$ cat src/rtl/rv32_pkg.sv
// Shared rv32 pipeline definitions: major opcodes, writeback classes,
// interlock FSM states and small decode helpers.
package rv32_pkg;

    localparam logic [6:0] OP     = 7'b0110011;
    localparam logic [6:0] OP_IMM = 7'b0010011;
    localparam logic [6:0] LUI    = 7'b0110111;
    localparam logic [6:0] AUIPC  = 7'b0010111;
    localparam logic [6:0] JAL    = 7'b1101111;
    localparam logic [6:0] JALR   = 7'b1100111;
    localparam logic [6:0] LOAD   = 7'b0000011;
    localparam logic [6:0] STORE  = 7'b0100011;
    localparam logic [6:0] BRANCH = 7'b1100011;

    typedef enum logic [1:0] {
        WB_NONE,
        WB_ALU,
        WB_LINK,
        WB_LOAD
    } wb_class_e;

    typedef enum logic {
        IDLE,
        LD_WAIT
    } state_e;

    // Where a producer's register result comes from, judged by its opcode.
    function automatic wb_class_e wb_class(input logic [6:0] opc);
        case (opc)
            OP, OP_IMM, LUI, AUIPC: return WB_ALU;
            JAL, JALR:              return WB_LINK;
            LOAD:                   return WB_LOAD;
            default:                return WB_NONE;
        endcase
    endfunction

    // U-type and JAL carry no rs1 field.
    function automatic logic uses_rs1(input logic [6:0] opc);
        return !(opc == LUI || opc == AUIPC || opc == JAL);
    endfunction

    // Only R-type, stores and branches read rs2.
    function automatic logic uses_rs2(input logic [6:0] opc);
        return (opc == OP || opc == STORE || opc == BRANCH);
    endfunction

endpackage

$ cat src/rtl/fwd_hazard_unit_src_match.sv
// Compares one decode-stage source register against the EXE and ACC
// producers and reports which one (if any) should supply its value.
module src_match
    import rv32_pkg::*;
(
    input  logic      [4:0] src,
    input  logic            used,
    input  logic            exe_valid,
    input  logic      [4:0] exe_rd,
    input  wb_class_e       exe_cls,
    input  logic            acc_valid,
    input  logic      [4:0] acc_rd,
    input  wb_class_e       acc_cls,
    output logic            hit,
    output logic            sel_exe,
    output logic            load_hit
);

    logic exe_hit;
    logic acc_hit;

    // x0 is never forwarded; EXE wins over ACC because it is the younger writer.
    always_comb begin
        exe_hit  = used && exe_valid && (exe_cls != WB_NONE) &&
                   (exe_rd != 5'd0) && (exe_rd == src);
        acc_hit  = used && acc_valid && (acc_cls != WB_NONE) &&
                   (acc_rd != 5'd0) && (acc_rd == src);
        hit      = exe_hit || acc_hit;
        sel_exe  = exe_hit;
        load_hit = exe_hit && (exe_cls == WB_LOAD);
    end

endmodule

$ cat src/rtl/fwd_hazard_unit.sv
// Operand forwarding and load-use interlock for the DE -> EXE -> ACC pipe.
// Forward data is registered so it lines up with the consumer in EXE.
module fwd_hazard_unit
    import rv32_pkg::*;
#(
    parameter int XLEN    = 32,
    parameter int NUM_SRC = 2,
    parameter int CNT_W   = 16
) (
    input  logic                    clk,
    input  logic                    rst_n,
    input  logic [31:0]             instr_de,
    input  logic                    valid_de,
    input  logic [31:0]             instr_exe,
    input  logic                    valid_exe,
    input  logic [XLEN-1:0]         alu_out_exe,
    input  logic [XLEN-1:0]         pc_exe,
    input  logic [31:0]             instr_acc,
    input  logic                    valid_acc,
    input  logic [XLEN-1:0]         alu_out_acc,
    input  logic [XLEN-1:0]         dmem_out_acc,
    input  logic                    dmem_valid_acc,
    input  logic [XLEN-1:0]         pc_4_acc,
    input  logic                    flush,
    output logic                    stall,
    output logic                    bubble_exe,
    output logic [NUM_SRC-1:0]      hazard,
    output logic [NUM_SRC*XLEN-1:0] fwd_data,
    output logic [CNT_W-1:0]        stall_cycles
);

    wb_class_e exe_cls;
    wb_class_e acc_cls;
    logic      use_rs1;
    logic      use_rs2;
    logic      unused_bits;

    logic [XLEN-1:0] exe_value;
    logic [XLEN-1:0] acc_value;

    logic [NUM_SRC-1:0]           hit;
    logic [NUM_SRC-1:0]           sel_exe;
    logic [NUM_SRC-1:0]           load_hit;
    logic [NUM_SRC-1:0]           fwd_hit;
    logic [NUM_SRC-1:0][XLEN-1:0] lane_val;
    logic [NUM_SRC-1:0]           ld_mask;
    logic                         ld_use;

    state_e state;
    state_e next_state;

    assign unused_bits = ^{instr_de[31:25], instr_de[14:7],
                           instr_exe[31:12], instr_acc[31:12]};

    // Decode producer classes, consumer source usage and producer values.
    always_comb begin
        exe_cls   = wb_class(instr_exe[6:0]);
        acc_cls   = wb_class(instr_acc[6:0]);
        use_rs1   = valid_de && uses_rs1(instr_de[6:0]);
        use_rs2   = valid_de && uses_rs2(instr_de[6:0]);
        exe_value = (exe_cls == WB_LINK) ? pc_exe + XLEN'(4) : alu_out_exe;
        case (acc_cls)
            WB_LINK: acc_value = pc_4_acc;
            WB_LOAD: acc_value = dmem_out_acc;
            default: acc_value = alu_out_acc;
        endcase
    end

    for (genvar i = 0; i < NUM_SRC; i++) begin : g_src
        logic [4:0] src_reg;
        logic       src_used;

        assign src_reg  = (i == 0) ? instr_de[19:15] : instr_de[24:20];
        assign src_used = (i == 0) ? use_rs1 : use_rs2;

        src_match u_match (
            .src       (src_reg),
            .used      (src_used),
            .exe_valid (valid_exe),
            .exe_rd    (instr_exe[11:7]),
            .exe_cls   (exe_cls),
            .acc_valid (valid_acc),
            .acc_rd    (instr_acc[11:7]),
            .acc_cls   (acc_cls),
            .hit       (hit[i]),
            .sel_exe   (sel_exe[i]),
            .load_hit  (load_hit[i])
        );

        // A load being waited on supplies its returning data; otherwise the
        // normal EXE/ACC selection applies.
        assign fwd_hit[i]  = hit[i] || ((state == LD_WAIT) && ld_mask[i]);
        assign lane_val[i] = ((state == LD_WAIT) && ld_mask[i]) ? dmem_out_acc :
                             sel_exe[i] ? exe_value : acc_value;
    end

    assign ld_use = |load_hit;

    // Interlock FSM next state and the combinational stall; flush overrides all.
    always_comb begin
        next_state = state;
        stall      = 1'b0;
        if (flush) begin
            next_state = IDLE;
        end else begin
            case (state)
                IDLE: begin
                    if (ld_use) begin
                        stall      = 1'b1;
                        next_state = LD_WAIT;
                    end
                end
                LD_WAIT: begin
                    if (dmem_valid_acc) begin
                        next_state = IDLE;
                    end else begin
                        stall = 1'b1;
                    end
                end
                default: next_state = IDLE;
            endcase
        end
    end

    // State, bubble, forward registers and the saturating stall counter.
    always_ff @(posedge clk or negedge rst_n) begin
        if (!rst_n) begin
            state        <= IDLE;
            ld_mask      <= '0;
            bubble_exe   <= 1'b0;
            hazard       <= '0;
            fwd_data     <= '0;
            stall_cycles <= '0;
        end else begin
            state      <= next_state;
            bubble_exe <= flush || stall;
            if (stall && (stall_cycles != {CNT_W{1'b1}})) begin
                stall_cycles <= stall_cycles + CNT_W'(1);
            end
            if ((state == IDLE) && stall) begin
                ld_mask <= load_hit;
            end
            if (flush || stall) begin
                hazard <= '0;
            end else begin
                hazard <= fwd_hit;
                for (int i = 0; i < NUM_SRC; i++) begin
                    if (fwd_hit[i]) begin
                        fwd_data[i*XLEN +: XLEN] <= lane_val[i];
                    end
                end
            end
        end
    end

endmodule

$ cat config.mk
export PLATFORM = sky130hd
export DESIGN_NAME = fwd_hazard_unit
export DESIGN_NICKNAME = d
export VERILOG_FILES = /design/src/rtl/rv32_pkg.sv /design/src/rtl/fwd_hazard_unit_src_match.sv /design/src/rtl/fwd_hazard_unit.sv
export SDC_FILE = /design/constraint.sdc
export NUM_CORES = 1
export LEC_CHECK = 0
export ABC_AREA = 1
export BUFFER_PORTS_ARGS = -buffer_cell sky130_fd_sc_hd__clkbuf_2
export CORE_MARGIN = 10
export CORE_UTILIZATION = 45
export CTS_BUF_LIST = sky130_fd_sc_hd__clkbuf_4
export DETAILED_ROUTE_END_ITERATION = 10
export GPL_TIMING_DRIVEN = 0
export PLACE_DENSITY = 0.76
export SYNTH_ARGS = -nofsm -noshare
export SYNTH_HDL_FRONTEND = slang
export SYNTH_SLANG_ARGS = --single-unit
$ cat constraint.sdc
create_clock -name clk -period 2.1 [get_ports clk]
set_input_delay 0.105 -clock clk [delete_from_list [all_inputs] [get_ports clk]]
set_output_delay 0.105 -clock clk [all_outputs]
set_load 0.005 [all_outputs]
==> results of run 1 <==
## cells in the mapped netlist, types with 2 or more instances
cell type  number  area, um^2
nand3_2         8        80.1
nor2_4          3        33.8
ha_1            2        25.0
clkbuf_1       24        90.1
nand4_1        42         263
nor2_1        115         432
or2_2          20         125
o21ai_0        21         105
a21oi_1        31         155
nor3_2          2        20.0
mux2i_1         3        30.0
nand2_2         3        18.8
xor2_1          6        52.6
o21ai_1         4        20.0
nor3_1          4        20.0
inv_1          78         293
buf_6           3        33.8
nor2_2          6        37.5
and3_1         17         106
buf_1           3        11.3
nand3_1       217        1090
buf_2          26         130
dfrtp_1        86        2150
nand2_1       618        2320
inv_2           9        33.8
buf_4          14         105
xnor2_1        17         149
## power by group
group / switching, mW / internal, mW / leakage [nW]
Sequential: 0.0148 / 1.68 / 1.20
Clock: 0.635 / 0.384 / 0.0732
Combinational: 0.562 / 0.363 / 4.58
## sequential cells by signal, summed over array words and instances, names as in the netlist
signal,cells
bubble_exe,1
state,1
fwd_data,64
stall_cycles,16
hazard,2
ld_mask,2
## layout make-up
type | count | share of cell area
plain buffers | 70 | 0.0377
repair buffers | 310 | 0.164
inverters | 87 | 0.0322
clock inverters | 6 | 0.00704
clock buffers | 10 | 0.00741
well taps | 225 | 0.0278
multi-input cells | 1147 | 0.511
flip-flops and latches | 86 | 0.213
## what timing repair did
item,CTS,global route
cloned,0,0
setup endpoints to repair,10,55
pin swaps,0,0
endpoints found under the hold margin,63,0
resized for setup,2,17
setup buffers,0,1
hold buffers,17,0
## metrics by stage
stage,setup WS (ns),util,instances,instance area [um^2]
after CTS,0.0177,0.582,1940,10100
after floorplan,0.399,-,1390,8010
after detailed placement,-0.0736,0.564,1907,9780
final,0.159,0.584,1941,10100
after global routing,0.0246,0.584,1941,10100
after global placement,-0.0572,0.562,1906,9750
## worst paths after layout
path	start	cells past startpoint	end	slack, ns
worst min-delay path	dmem_out_acc[17]	5	fwd_data[17]$_DFFE_PN0P_	0.03
min in group asynchronous	rst_n	2	fwd_data[61]$_DFFE_PN0P_	0.18
max in group asynchronous	rst_n	3	stall_cycles[0]$_DFFE_PN0P_	1.25
worst max-delay path	state$_DFF_PN0_	8	fwd_data[8]$_DFFE_PN0P_	0.16
worst max register to register	state$_DFF_PN0_	8	fwd_data[8]$_DFFE_PN0P_	0.16
worst min register to register	fwd_data[52]$_DFFE_PN0P_	2	fwd_data[52]$_DFFE_PN0P_	0.49
## worst max-delay path: cells and delay by family (launching register included)
kind	cells	cell delay (ns)
buffers and inverters	3	0.73
and+or+nand+nor	5	0.67
DFF	1	0.47
## cells by family (layout without fill, tap and decap cells)
logic type	count (synthesis)	count (layout)	synth area share
XOR/XNOR	23	23	0.0251
AND/OR/NAND/NOR	1060	1060	0.575
buffers and inverters	157	483	0.0870
AO/OA/AOI/OAI	59	59	0.0378
adder cells (fa/ha/maj)	2	2	0.00312
multiplexers	3	3	0.00375
flip-flops	86	86	0.269
## routing by layer
metal / part of all wire / track usage / vias up
li1: - / - / 5103
met1: 0.42 / 0.373 / 4726
met2: 0.46 / 0.476 / 546
met3: 0.092 / 0.0654 / 71
met4: 0.026 / 0.0828 / 4
met5: 0.00086 / 0 / -
==> results.json, run 1 <==
{
  "status": "finished clean",
  "synth_ff_type": "dfrtp_1",
  "crit_chain": "nand2_1, inv_1, buf_2, clkbuf_2, nand2_1, nand2_1, nand3_1, nand2_1",
  "syn-instance-count": 1390,
  "dr.pass1.iters": 6,
  "numCtsBuffers": 9,
  "power.total_mw": 3.63,
  "grt_usage": 0.290,
  "n_fill_cell": 1852,
  "grt_overflow": 0,
  "synth_warnings": 0,
  "start_util": 0.462,
  "synthArstFlopShare": 1.00,
  "nets": 1976,
  "fin_crit_sh": 0.924,
  "setup_tns_ns": 0,
  "p_per_area_nw_per_um2": 359,
  "crit_fanout": 10,
  "synth_edf_count": 0,
  "crit_path_frequent_cell": "nand2_1",
  "worst_pin_slew_ns": 0.613,
  "detail_route.wl_per_cell_um": 18.6,
  "numPortBuffers": 291,
  "drive_gt1_frac": 0.244,
  "diodes": 0,
  "setup_viol": 0,
  "tritoncts": "built",
  "die_w_um": 153,
  "syn_nets": 1655,
  "timing.final.crit_period_ns": 1.94,
  "place_hpwl_mm": 29.8,
  "coreArea_um2": 17400,
  "h-tree-depth": 3,
  "viasPerCell": 5.38,
  "grt_pass1_wl_mm": 55.1,
  "first_iter_violations": 966,
  "cts.path.max_buffers": 2,
  "insertion_delay_ns": 0.47,
  "multi_input_area_um2": 5180,
  "die_area_um2": 23500,
  "finalMaxSlewViolations": 0,
  "fin_skew_ns": 0.0233,
  "fmax_mhz": 515,
  "die_h_um": 153,
  "synth-seq-area-share": 0.269,
  "cpMaxStageDelayCell": "dfrtp_1",
  "vias": 10450,
  "path_clk_slew_ns": 0.15,
  "whs_ns": 0.0287,
  "grt_max_degree": 47,
  "cp-start-kind": "flip-flop",
  "crit_required_ns": 2.51,
  "slew_headroom": 0.592,
  "synth_area_um2": 8010,
  "ys_types": 35,
  "mostFrequentLayoutCell": "nand2_1",
  "hold_viol_final": 0,
  "hp-class": "in -> reg",
  "ir_worst_vdd_mv": 0.378,
  "grt_pass1_vias": 10084,
  "rsz0062_at_grt": "false",
  "regArea_um2": 2150,
  "yosys_register_bits": 86,
  "syn_to_final_growth_pct": 26.5,
  "ios": 347,
  "syn_avg_cell_area_um2": 5.76,
  "cts_root_buf": "clkbuf_4",
  "clock_sinks": 86,
  "final_cell_mix": "618 x nand2_1, 297 x clkbuf_2, 216 x nand3_1",
  "arrival_ns": 2.35,
  "critPathCaptureType": "flip-flop",
  "place.gp.congestion": 0.975,
  "total_leakage_power_nw": 5.85,
  "num_rows": 48,
  "antenna_found_initial": 2,
  "critPathMaxStageDelay_ns": 0.47,
  "ant_nets": 0,
  "routed_wl_mm": 36.0,
  "drc": 0,
  "worstSetupPathType": "reg -> reg",
  "cap_violations": 0
}
No activity file was read; power rests on OpenSTA's default activity.
==> run 2: changes to the inputs <==
PLACE_DENSITY = unset   (was 0.76)
PLACE_DENSITY_LB_ADDON = 0.2   (was unset)
==> run 2 against run 1 <==
Maximum frequency shrank 2.0%. Critical path type unchanged. Combinational power down 1%. Critical endpoint is now stall_cycles[8]$_DFFE_PN0P_. Register-to-register slack got worse by 0.04 ns. Highest routed layer is now met4. Cell count decreased by 0.21%. Clock skew fell by 0.0063 ns.
==> results.json, run 2 (synthesized netlist as in run 1, its figures left out) <==
{
  "mostFrequentLayoutCell": "nand2_1",
  "finalInstanceArea_um2": 10000,
  "p_sw_frac": 0.339,
  "tritoncts": "built",
  "total_leakage_power_nw": 5.80,
  "cts_root_buf": "clkbuf_4",
  "comb_power_share": 0.268,
  "grt_max_degree": 65,
  "final_cell_mix": "618 x nand2_1, 294 x clkbuf_2, 216 x nand3_1",
  "place.gp.congestion": 0.963,
  "fin_crit_sh": 0.943,
  "top_register": "fwd_data",
  "crit_required_ns": 2.52,
  "ios": 347,
  "reg_top3": "fwd_data: 64 flops, stall_cycles: 16 flops",
  "r2r_start": "stall_cycles[0]$_DFFE_PN0P_",
  "cts.path.max_buffers": 2,
  "cap_violations": 0,
  "p_per_area_nw_per_um2": 339,
  "detail_route.wl_per_cell_um": 18.3,
  "regArea_um2": 2150,
  "status": "finished clean",
  "viasPerCell": 5.36,
  "intPower_mw": 2.26,
  "hold_viol_final": 0,
  "ant_nets": 0,
  "first_iter_violations": 1048,
  "final_core_util": 0.579,
  "grt_usage": 0.287,
  "path_clk_slew_ns": 0.14,
  "hp-start": "dmem_out_acc[6]",
  "setup_tns_ns": 0,
  "worst_pin_slew_ns": 0.656,
  "ir_worst_vdd_mv": 0.296,
  "vias": 10377,
  "grt_pass1_vias": 10022,
  "fmax_mhz": 505,
  "worstSetupPathType": "reg -> reg",
  "placed_cell_area_um2": 9780,
  "die_area_um2": 23500,
  "die_w_um": 153,
  "drive_gt1_frac": 0.241,
  "seqPwrFrac": 0.496,
  "fin_skew_ns": 0.0170,
  "grt_overflow": 0,
  "insertion_delay_ns": 0.46,
  "nets": 1973,
  "worst_hold_path.endpoint": "fwd_data[38]$_DFFE_PN0P_",
  "finalMaxSlewViolations": 0,
  "hp-class": "in -> reg",
  "start_util": 0.462,
  "clock_sinks": 86,
  "numPortBuffers": 291,
  "arrival_ns": 2.40,
  "syn_to_final_growth_pct": 25.4,
  "hold_path_depth": 5,
  "r2r_end": "stall_cycles[8]$_DFFE_PN0P_",
  "drc": 0,
  "antenna_found_initial": 1,
  "clkPwrFrac": 0.236,
  "largest_register_ff_count": 64,
  "h-tree-depth": 3,
  "n_fill_cell": 1794,
  "r2r_slack_ns": 0.12,
  "numCtsBuffers": 9,
  "cp-start-kind": "flip-flop",
  "setup_viol": 0,
  "routed_wl_mm": 35.4,
  "place_hpwl_mm": 29.5,
  "num_rows": 48,
  "multi_input_area_um2": 5180,
  "rr_worst_depth": 10,
  "coreArea_um2": 17400,
  "whs_ns": 0.0222,
  "critPathCaptureType": "flip-flop",
  "slew_headroom": 0.563,
  "grt_pass1_wl_mm": 54.6,
  "timing.final.crit_period_ns": 1.98,
  "crit_fanout": 10,
  "die_h_um": 153,
  "switchingPower_mw": 1.15,
  "dr.pass1.iters": 6
}
-- run 2: cell types whose count changed in the layout (fill, tap and decap cells not counted), moves of 2 or more --
cell           before  now
dlygate4sd3_1      17   13
clkbuf_1           17   20
clkbuf_2          297  294
clkinv_2            0    2
clkinv_4            2    0
-- run 2: through the flow --
| stage | worst slack (ns) | instances | total power [mW] |
|---|---|---|---|
| floorplan | 0.399 | 1390 | 2.13 |
| global placement | -0.285 | 1906 | 2.59 |
| detailed placement | -0.284 | 1907 | 2.60 |
| CTS | 0.0136 | 1934 | 3.41 |
| global route | -0.0497 | 1936 | 3.59 |
| finish | 0.119 | 1937 | 3.41 |
-- run 2: layout make-up --
type / count / area share
antenna: 1 / 0.000249
multi-input combinational: 1147 / 0.515
sequential: 86 / 0.214
clock inverter: 5 / 0.00286
tap: 225 / 0.0280
inverter: 87 / 0.0325
buffer: 70 / 0.0376
clock buffer: 9 / 0.00672
timing repair buffer: 307 / 0.162
-- run 2: worst max path at each step --
| stage | start | end | slack, ns | cells after the start |
|---|---|---|---|---|
| 4_1_cts | stall_cycles[1]$_DFFE_PN0P_ | stall_cycles[10]$_DFFE_PN0P_ | 0.01 | 10 |
| 6_report | stall_cycles[0]$_DFFE_PN0P_ | stall_cycles[8]$_DFFE_PN0P_ | 0.12 | 10 |
| 2_1_floorplan | stall_cycles[0]$_DFFE_PN0P_ | stall_cycles[12]$_DFFE_PN0P_ | 0.40 | 10 |
| 3_5_place_dp | pc_exe[2] | fwd_data[28]$_DFFE_PN0P_ | -0.28 | 15 |
| 5_1_grt | stall_cycles[0]$_DFFE_PN0P_ | stall_cycles[12]$_DFFE_PN0P_ | -0.05 | 10 |
| 3_3_place_gp | pc_exe[2] | fwd_data[28]$_DFFE_PN0P_ | -0.28 | 15 |
-- run 2: critical path, stage by stage, from the launching register on --
cell,delay [ns]
dfrtp_2,0.46
ha_1,0.28
nand3_2,0.18
nor2_4,0.16
nand2_1,0.06
nor2_1,0.09
nand4_1,0.17
nand4_1,0.18
clkbuf_4,0.23
nand2_1,0.07
nand2_1,0.06
-- run 2: what timing repair did --
action                                  in CTS  in global routing
endpoints found under the setup margin      10                 37
pin swaps                                    0                  0
buffers inserted                             0                  2
hold buffers                                13                  0
endpoints found under the hold margin      102                  0
resized for setup                            1                 13
-- run 2: power by group through the flow --
stage / combinational, mW / clock (mW) / sequential (mW)
after floorplan: 0.407 / 0 / 1.72
after global placement: 0.867 / 0 / 1.72
after detailed placement: 0.881 / 0 / 1.72
after CTS: 0.904 / 0.818 / 1.69
after global routing: 1.01 / 0.883 / 1.69
final: 0.914 / 0.805 / 1.69
-- run 2: routing by layer --
metal / vias to the layer above / part of all wire / global-route usage
met5: - / 0 / 0
met4: 0 / 0.025 / 0.0814
met3: 53 / 0.086 / 0.0617
met2: 513 / 0.47 / 0.482
met1: 4713 / 0.42 / 0.362
li1: 5098 / - / -
==> run 3: changes to the inputs <==
GPL_TIMING_DRIVEN = 1   (was 0)
==> run 3 against run 2 <==
Flip-flop and latch count unchanged. Total power increased by 6.2%. Global-route usage fell by 1.3 points. Die area did not move. Critical endpoint is now stall. Clock power is 25% higher. Sequential power barely moved. Utilization grew 0.85 points. First-iteration DRC count fell by 7.9%. Clock skew increased by 0.014 ns. Via count shrank 1.1%. Non-clock buffer count is 24 lower. Design area up 1.5%. Highest routed layer unchanged.
==> results.json, run 3 (synthesized netlist as in run 1, its figures left out) <==
{
  "grt_pass1_wl_mm": 52.7,
  "cap_violations": 0,
  "die_h_um": 153,
  "grt_max_degree": 64,
  "ir_worst_vdd_mv": 0.331,
  "place.gp.congestion": 1.01,
  "start_util": 0.462,
  "place_hpwl_mm": 26.7,
  "seqPwrFrac": 0.466,
  "dr.pass1.iters": 5,
  "critPathCaptureType": "output pin",
  "drive_gt1_frac": 0.235,
  "dp_worst_setup_slack_ns": 0.174,
  "ant_nets": 0,
  "syn_to_final_growth_pct": 27.2,
  "cts_root_buf": "clkbuf_4",
  "worstSetupPathType": "reg -> out",
  "comb_power_share": 0.255,
  "final_cell_mix": "618 x nand2_1, 290 x clkbuf_2, 217 x nand3_1",
  "setup_viol": 0,
  "first_iter_violations": 965,
  "viasPerCell": 5.36,
  "post_cts_buffers": 0,
  "rsz0062_at_grt": "false",
  "drc": 0,
  "slew_headroom": 0.564,
  "clkPwrFrac": 0.280,
  "total_leakage_power_nw": 5.83,
  "vias": 10263,
  "grt_overflow": 0,
  "fmax_mhz": 528,
  "switchingPower_mw": 1.21,
  "ctsHoldBuffers": 26,
  "hold_path_depth": 5,
  "cts.path.max_buffers": 2,
  "grt_usage": 0.274,
  "crit_required_ns": 2.00,
  "reg_top3": "fwd_data: 64 flops, stall_cycles: 16 flops",
  "clock_sinks": 86,
  "setup_slack_ns": 0.207,
  "p_per_area_nw_per_um2": 355,
  "setup_tns_ns": 0,
  "mostFrequentLayoutCell": "nand2_1",
  "largest_register_ff_count": 64,
  "tritoncts": "built",
  "detail_route.wl_per_cell_um": 17.7,
  "path_clk_slew_ns": 0.15,
  "ios": 347,
  "die_w_um": 153,
  "grt_pass1_vias": 9834,
  "worst_pin_slew_ns": 0.648,
  "insertion_delay_ns": 0.48,
  "fin_crit_sh": 0.901,
  "intPower_mw": 2.42,
  "h-tree-depth": 3,
  "rr_worst_depth": 10,
  "fin_skew_ns": 0.0307,
  "num_rows": 48,
  "p_sw_frac": 0.333,
  "cp-start-kind": "flip-flop",
  "numCtsBuffers": 9,
  "antenna_found_initial": 1,
  "post_cts_resized": 0,
  "coreArea_um2": 17400,
  "hold_viol_final": 0,
  "arrival_ns": 1.79,
  "status": "finished clean",
  "hp-class": "in -> reg",
  "crit_fanout": 14,
  "top_register": "fwd_data",
  "numPortBuffers": 291,
  "timing.final.crit_period_ns": 1.89,
  "final_core_util": 0.587,
  "finalMaxSlewViolations": 0,
  "nets": 1949,
  "die_area_um2": 23500,
  "routed_wl_mm": 33.9
}
## run 3: metal layers
metal | global-route usage | vias up | share of wire
li1 | - | 5059 | -
met1 | 0.341 | 4656 | 0.41
met2 | 0.462 | 485 | 0.48
met3 | 0.0586 | 63 | 0.082
met4 | 0.0873 | 0 | 0.030
met5 | 0.00216 | - | 0
## run 3: power groups by stage
stage,Clock [mW],Combinational [mW],Sequential [mW]
finish,1.01,0.922,1.69
global route,1.09,1.02,1.69
CTS,1.02,0.912,1.69
detailed placement,0,0.872,1.72
global placement,0,0.859,1.72
floorplan,0,0.407,1.72
## run 3: critical path, cell delays in order (launching register included)
cell      delay, ns
dfrtp_1        0.46
nand2_1        0.22
nand2_2        0.14
nor2_4         0.31
clkbuf_2       0.18
## run 3: worst paths after layout
path,startpoint,endpoint,slack (ns)
max,state$_DFF_PN0_,stall,0.21
min,dmem_out_acc[13],fwd_data[45]$_DFFE_PN0P_,0.02
max reg2reg,stall_cycles[1]$_DFFE_PN0P_,stall_cycles[1]$_DFFE_PN0P_,0.22
min reg2reg,fwd_data[31]$_DFFE_PN0P_,fwd_data[31]$_DFFE_PN0P_,0.50
max in group asynchronous,rst_n,stall_cycles[4]$_DFFE_PN0P_,1.27
min in group asynchronous,rst_n,fwd_data[16]$_DFFE_PN0P_,0.15
## run 3: metrics by stage
step                      hold WS [ns]  instances  instance area [um^2]  total power [mW]
after global routing            0.0312       1915                 10200              3.80
after floorplan                 -0.191       1390                  8010              2.13
final                           0.0242       1915                 10200              3.62
after CTS                      0.00403       1914                 10200              3.62
after global placement           0.130       1872                  9790              2.58
after detailed placement         0.130       1872                  9790              2.59
## run 3: layout make-up
class	instances	area (um^2)
fillers	1789	7160
inverters	87	327
clock buffers	9	67.6
diodes	1	2.50
repair buffers	353	2110
well taps	225	282
multi-input cells	1147	5180
flip-flops and latches	86	2150
clock inverters	7	72.6
